## config.mk

```make
export PLATFORM = sky130hd
export DESIGN_NAME = grf_hazard_tracker
export DESIGN_NICKNAME = d
export VERILOG_FILES = /design/src/rtl/grf_hazard_tracker.sv
export SDC_FILE = /design/constraint.sdc
export NUM_CORES = 1
export LEC_CHECK = 0
export ABC_AREA = 1
export BUFFER_PORTS_ARGS = -buffer_cell sky130_fd_sc_hd__buf_2
export CAP_MARGIN = 0
export CELL_PAD_IN_SITES_DETAIL_PLACEMENT = 1
export CELL_PAD_IN_SITES_GLOBAL_PLACEMENT = 2
export CORE_MARGIN = 4
export CORE_UTILIZATION = 23
export DETAILED_ROUTE_END_ITERATION = 7
export HOLD_SLACK_MARGIN = 0.03
export PLACE_DENSITY = 0.92
export RECOVER_POWER = 50
export SKIP_LAST_GASP = 1
export SLEW_MARGIN = 25
export SYNTH_ARGS = -nofsm -noshare
export SYNTH_HDL_FRONTEND = slang
export SYNTH_SLANG_ARGS = --single-unit
export TNS_END_PERCENT = 30
```

## constraint.sdc

```tcl
create_clock -name Clk -period 2 [get_ports Clk]
set_input_delay 0.1 -clock Clk [delete_from_list [all_inputs] [get_ports Clk]]
set_output_delay 0.1 -clock Clk [all_outputs]
set_load 0.05 [all_outputs]
```

## src/rtl/grf_hazard_tracker.sv

```systemverilog
// grf_hazard_tracker: in-flight GRF writer tracking for E/M/W, D-stage
// stall and D/E forwarding selects. Optional macro: FORWARD_EN.
module grf_hazard_tracker (
  input  logic       Clk,
  input  logic       Reset,
  input  logic [4:0] RsD,
  input  logic [4:0] RtD,
  input  logic       RsUseD,
  input  logic       RtUseD,
  input  logic [1:0] RsTuseD,
  input  logic [1:0] RtTuseD,
  input  logic [4:0] A3D,
  input  logic       RFWrD,
  input  logic [1:0] TnewD,
  output logic       Stall,
  output logic [1:0] FwdRsD,
  output logic [1:0] FwdRtD,
  output logic [1:0] FwdRsE,
  output logic [1:0] FwdRtE
);

  typedef struct packed {
    logic       v;
    logic [4:0] a3;
    logic [1:0] tnew;
  } ent_t;

  typedef struct packed {
    logic       rd;
    logic [4:0] a;
  } src_t;

  localparam logic [1:0] SelNone = 2'b00;
  localparam logic [1:0] SelNear = 2'b01;
  localparam logic [1:0] SelFar  = 2'b10;

  ent_t e_q, e_d;
  ent_t m_q, m_d;
  ent_t w_q, w_d;
  src_t rs_e_q, rs_e_d;
  src_t rt_e_q, rt_e_d;

  function automatic logic hit(
    input ent_t       x,
    input logic       u,
    input logic [4:0] s
  );
    return u && (s != 5'd0) && x.v && (x.a3 == s);
  endfunction

  function automatic logic [1:0] sat_dec(
    input logic [1:0] x
  );
    return (x == 2'd0) ? 2'd0 : x - 2'd1;
  endfunction

  logic rs_hit_e, rs_hit_m;
  logic rt_hit_e, rt_hit_m;
  logic capture_v;

  assign rs_hit_e  = hit(e_q, RsUseD, RsD);
  assign rs_hit_m  = hit(m_q, RsUseD, RsD);
  assign rt_hit_e  = hit(e_q, RtUseD, RtD);
  assign rt_hit_m  = hit(m_q, RtUseD, RtD);
  assign capture_v = RFWrD && (A3D != 5'd0);

`ifdef FORWARD_EN

  logic rse_hit_m, rse_hit_w;
  logic rte_hit_m, rte_hit_w;
  logic rs_stall, rt_stall;
  logic [1:0] unused_wtnew;

  assign rse_hit_m = hit(m_q, rs_e_q.rd, rs_e_q.a);
  assign rse_hit_w = hit(w_q, rs_e_q.rd, rs_e_q.a);
  assign rte_hit_m = hit(m_q, rt_e_q.rd, rt_e_q.a);
  assign rte_hit_w = hit(w_q, rt_e_q.rd, rt_e_q.a);
  assign unused_wtnew = w_q.tnew;

  function automatic logic late(
    input logic       he,
    input logic       hm,
    input logic [1:0] te,
    input logic [1:0] tm,
    input logic [1:0] tuse
  );
    logic r;
    r = 1'b0;
    if (he) begin
      r = te > tuse;
    end else if (hm) begin
      r = tm > tuse;
    end
    return r;
  endfunction

  function automatic logic [1:0] sel_d(
    input logic       he,
    input logic       hm,
    input logic [1:0] te,
    input logic [1:0] tm
  );
    logic [1:0] r;
    r = SelNone;
    if (he) begin
      if (te == 2'd0) r = SelNear;
    end else if (hm) begin
      if (tm == 2'd0) r = SelFar;
    end
    return r;
  endfunction

  function automatic logic [1:0] sel_e(
    input logic       hm,
    input logic       hw,
    input logic [1:0] tm
  );
    logic [1:0] r;
    r = SelNone;
    if (hm) begin
      if (tm == 2'd0) r = SelNear;
    end else if (hw) begin
      r = SelFar;
    end
    return r;
  endfunction

  // Stall when the youngest matching writer is not ready by time of use
  always_comb begin
    rs_stall = late(rs_hit_e, rs_hit_m,
                    e_q.tnew, m_q.tnew, RsTuseD);
    rt_stall = late(rt_hit_e, rt_hit_m,
                    e_q.tnew, m_q.tnew, RtTuseD);
    Stall    = rs_stall | rt_stall;
  end

  // D-stage selects from E/M; W is covered by the GRF bypass
  always_comb begin
    FwdRsD = sel_d(rs_hit_e, rs_hit_m, e_q.tnew, m_q.tnew);
    FwdRtD = sel_d(rt_hit_e, rt_hit_m, e_q.tnew, m_q.tnew);
  end

  // E-stage selects search M then W
  always_comb begin
    FwdRsE = sel_e(rse_hit_m, rse_hit_w, m_q.tnew);
    FwdRtE = sel_e(rte_hit_m, rte_hit_w, m_q.tnew);
  end

`else

  logic [1:0]  unused_tuse;
  logic [11:0] unused_src;
  logic [9:0]  unused_ent;

  assign unused_tuse = RsTuseD ^ RtTuseD;
  assign unused_src  = {rs_e_q, rt_e_q};
  assign unused_ent  = {m_q.tnew, w_q};

  // Without forwarding any E/M producer blocks the reader
  always_comb begin
    Stall  = rs_hit_e | rs_hit_m | rt_hit_e | rt_hit_m;
    FwdRsD = SelNone;
    FwdRtD = SelNone;
    FwdRsE = SelNone;
    FwdRtE = SelNone;
  end

`endif

  // Advance writers down the pipe; a stall bubbles E
  always_comb begin
    w_d      = m_q;
    w_d.tnew = 2'd0;
    m_d      = e_q;
    m_d.tnew = sat_dec(e_q.tnew);
    e_d      = '0;
    rs_e_d   = '0;
    rt_e_d   = '0;
    if (!Stall) begin
      e_d.v    = capture_v;
      e_d.a3   = A3D;
      e_d.tnew = TnewD;
      rs_e_d   = '{rd: RsUseD, a: RsD};
      rt_e_d   = '{rd: RtUseD, a: RtD};
    end
  end

  // State registers with synchronous reset
  always_ff @(posedge Clk) begin
    if (Reset) begin
      e_q    <= '0;
      m_q    <= '0;
      w_q    <= '0;
      rs_e_q <= '0;
      rt_e_q <= '0;
    end else begin
      e_q    <= e_d;
      m_q    <= m_d;
      w_q    <= w_d;
      rs_e_q <= rs_e_d;
      rt_e_q <= rt_e_d;
    end
  end

endmodule

```

==> flow_metrics.env <==
export IMPL_status="finished, final reports clean"
export IMPL_final_setup_tns_ns=0
export IMPL_crit_arrival_ns=1.51
export IMPL_p_leak_nw=0.563
export IMPL_grt_max_degree=8
export IMPL_rows=21
export IMPL_rr_endpoint="e_q[7]"
export IMPL_gr_total_overflow=0
export IMPL_final_nets=197
export IMPL_clock_latency_ns=0.27
export IMPL_post_place_ws_ns=0.660
export IMPL_drt_wl_total_mm=2.12
export IMPL_drt_iter0_drc=20
export IMPL_finalSetupViolations=0
export IMPL_die_width_um=67.5
export IMPL_worstHoldEndpoint="e_q[6]"
export IMPL_clk_pin_slew_ns=0.07
export IMPL_fill_cells=472
export IMPL_cp_required_ns=1.90
export IMPL_grt_pass1_wl_mm=3.65
export IMPL_post_synth_num_cell_types=13
export IMPL_rr_startpoint="e_q[2]"
export IMPL_hold_class="in -> reg"
export IMPL_postCtsSetupBuffers=0
export IMPL_ir_worst_vdd_mv=0.203
export IMPL_whs_ns=0.0485
export IMPL_cts_buffers=3
export IMPL_h_tree_depth=1
export IMPL_io_pins=35
export IMPL_floorplan_initialDensity_pct=24.0
export IMPL_tritoncts="built"
export IMPL_rsz0062_at_grt="false"
export IMPL_cp_max_fo=3
export IMPL_ant_nets=0
export IMPL_route_vias_total=857
export IMPL_hold_path_cell_count=3
export IMPL_syn2layout_area_growth_pct=18.0
export IMPL_finalCriticalPeriod_ns=1.61
export IMPL_cts_buffer_depth=2
export IMPL_synthesis_area_um2=815
export IMPL_syn_area_per_cell_um2=5.54
export IMPL_switchingPower_mw=0.184
export IMPL_fin_area_um2=961
export IMPL_io_buffer_count=20
export IMPL_r2r_cells=9
export IMPL_pwr_share_clk_pct=27.0
export IMPL_power_share_switching_pct=33.7
export IMPL_dpl_cell_count=212
export IMPL_die_area_mm2=0.00456
export IMPL_seqPwrFrac_pct=48.0
export IMPL_cts_hold_buf=0
export IMPL_yosys_warnings=0
export IMPL_viasPerCell=3.99
export IMPL_dr_pass1_iters=4
export IMPL_core_mm2=0.00339
export IMPL_p_comb_share_pct=24.9
export IMPL_antenna_cells=0
export IMPL_final_max_slew_viol_count=0
export IMPL_start_kind="register"
export IMPL_maxCapViolCount=0
export IMPL_grt_pass1_vias=876
export IMPL_rrSetupSlack_ns=0.81
export IMPL_synth_seq_area_share_pct=29.5
export IMPL_wl_per_cell_um=9.87
export IMPL_antenna_found_initial=0
export IMPL_min_delay_start="A3D[4]"
export IMPL_grt_usage_pct=11.0
export IMPL_cpMostUsedCell="nand2_1"
export IMPL_cpPeakStageDelay_ns=0.39
export IMPL_drc=0
export IMPL_fmax_mhz=621
export IMPL_finClkSkew_ns=0.00204
export IMPL_slowest_stage="dfxtp_1"
export IMPL_stdcell_count=215
export IMPL_ys_seq_elements=12
export IMPL_fp_dieH_um=67.5
export IMPL_path_cells="inv_1 -> nand2_1 -> nand2_1 -> nor2_1 -> nand3_1 -> nand2_1 -> nand2_2 -> nand2_1 -> buf_2"
export IMPL_drive_above_1_share_pct=21.3
export IMPL_endpoint_kind="output pin"
export IMPL_finalCritPeriodShare_pct=80.6
export IMPL_power_density_mw_per_mm2=568
export IMPL_crit_type="reg -> out"
export IMPL_placed_area_um2=938
export IMPL_fin_ws_ns=0.389
export IMPL_cts_root_buf="clkbuf_4"
export IMPL_cts_sinks=12
export IMPL_hold_viol=0
export IMPL_dpl_hpwl_mm=1.86
export IMPL_syn_instance_count=147
export IMPL_p_int_mw=0.362
export IMPL_cts_repair_resized=0
export IMPL_routabilityCongestion=0.791
==> state kept, by name (all words and copies together), names as in the netlist <==
| signal | flops |
|---|---|
| m_q | 6 |
| e_q | 6 |
==> cell usage after synthesis <==
| master | n | area, µm² |
|---|---|---|
| buf_4 | 8 | 60.1 |
| inv_2 | 13 | 48.8 |
| nand3_1 | 4 | 20.0 |
| inv_1 | 15 | 56.3 |
| o21ai_1 | 4 | 20.0 |
| o21ai_0 | 1 | 5.00 |
| nor2_1 | 28 | 105 |
| dfxtp_1 | 12 | 240 |
| nand2_1 | 55 | 206 |
| nand3_4 | 1 | 17.5 |
| nand4_1 | 3 | 18.8 |
| nand2_2 | 2 | 12.5 |
| conb_1 | 1 | 3.75 |
==> power groups by stage <==
stage	Combinational (mW)	Clock, mW	Sequential [mW]
6_report	0.136	0.148	0.262
4_1_cts	0.139	0.156	0.263
2_1_floorplan	0.110	0	0.264
3_5_place_dp	0.139	0	0.269
5_1_grt	0.157	0.166	0.264
3_3_place_gp	0.136	0	0.268
==> critical path, delay by kind of cell, from the launching register on <==
family | cells | cell delay (ns)
buffers and inverters | 2 | 0.34
flip-flops | 1 | 0.39
AND/OR/NAND/NOR | 7 | 0.50
==> cell families after synthesis <==
logic type	share of synthesized area [%]
and+or+nand+nor	46.7
buffers and inverters	20.3
DFF	29.5
AOI/OAI and AO/OA	3.07
other	0.460
==> layout by cell type (no fill, tap or decap) <==
cell type	n
o21ai_1	4
buf_2	20
o21ai_0	1
clkbuf_4	3
nand2_2	2
inv_1	18
nor2_1	28
dfxtp_1	12
nand2_1	55
nand3_4	1
inv_2	10
nand3_1	4
nand4_1	3
conb_1	8
==> stage by stage <==
step / total power [mW] / utilization, %
global route: 0.587 / 28.3
finish: 0.546 / 28.3
CTS: 0.558 / 28.3
floorplan: 0.374 / -
global placement: 0.405 / 27.7
detailed placement: 0.407 / 27.7
==> area by class of cell <==
cell class / instances / area, µm² / share of cell area [%]
Multi-Input combinational cell: 106 / 435 / 45.3
Sequential cell: 12 / 240 / 25.0
Inverter: 28 / 105 / 10.9
Timing Repair Buffer: 20 / 100 / 10.4
Tap cell: 46 / 57.6 / 5.99
Clock buffer: 3 / 22.5 / 2.34
==> routing by layer <==
layer  track usage (%)  wire length [µm]
met4              5.32                18
met1              12.6               941
met5                 0                 0
met3              2.16               100
met2              19.1              1060
==> worst max path at each step <==
stage           start     to  slack, ns  depth (start not counted)
3_5_place_dp   e_q[2]  Stall       0.66                          9
2_1_floorplan  e_q[3]  Stall       0.79                          8
6_report       e_q[2]  Stall       0.39                          9
3_3_place_gp   e_q[4]  Stall       0.67                          9
4_1_cts        e_q[4]  Stall       0.34                          9
5_1_grt        m_q[3]  Stall       0.20                          9
No activity file was read; power rests on OpenSTA's default activity.
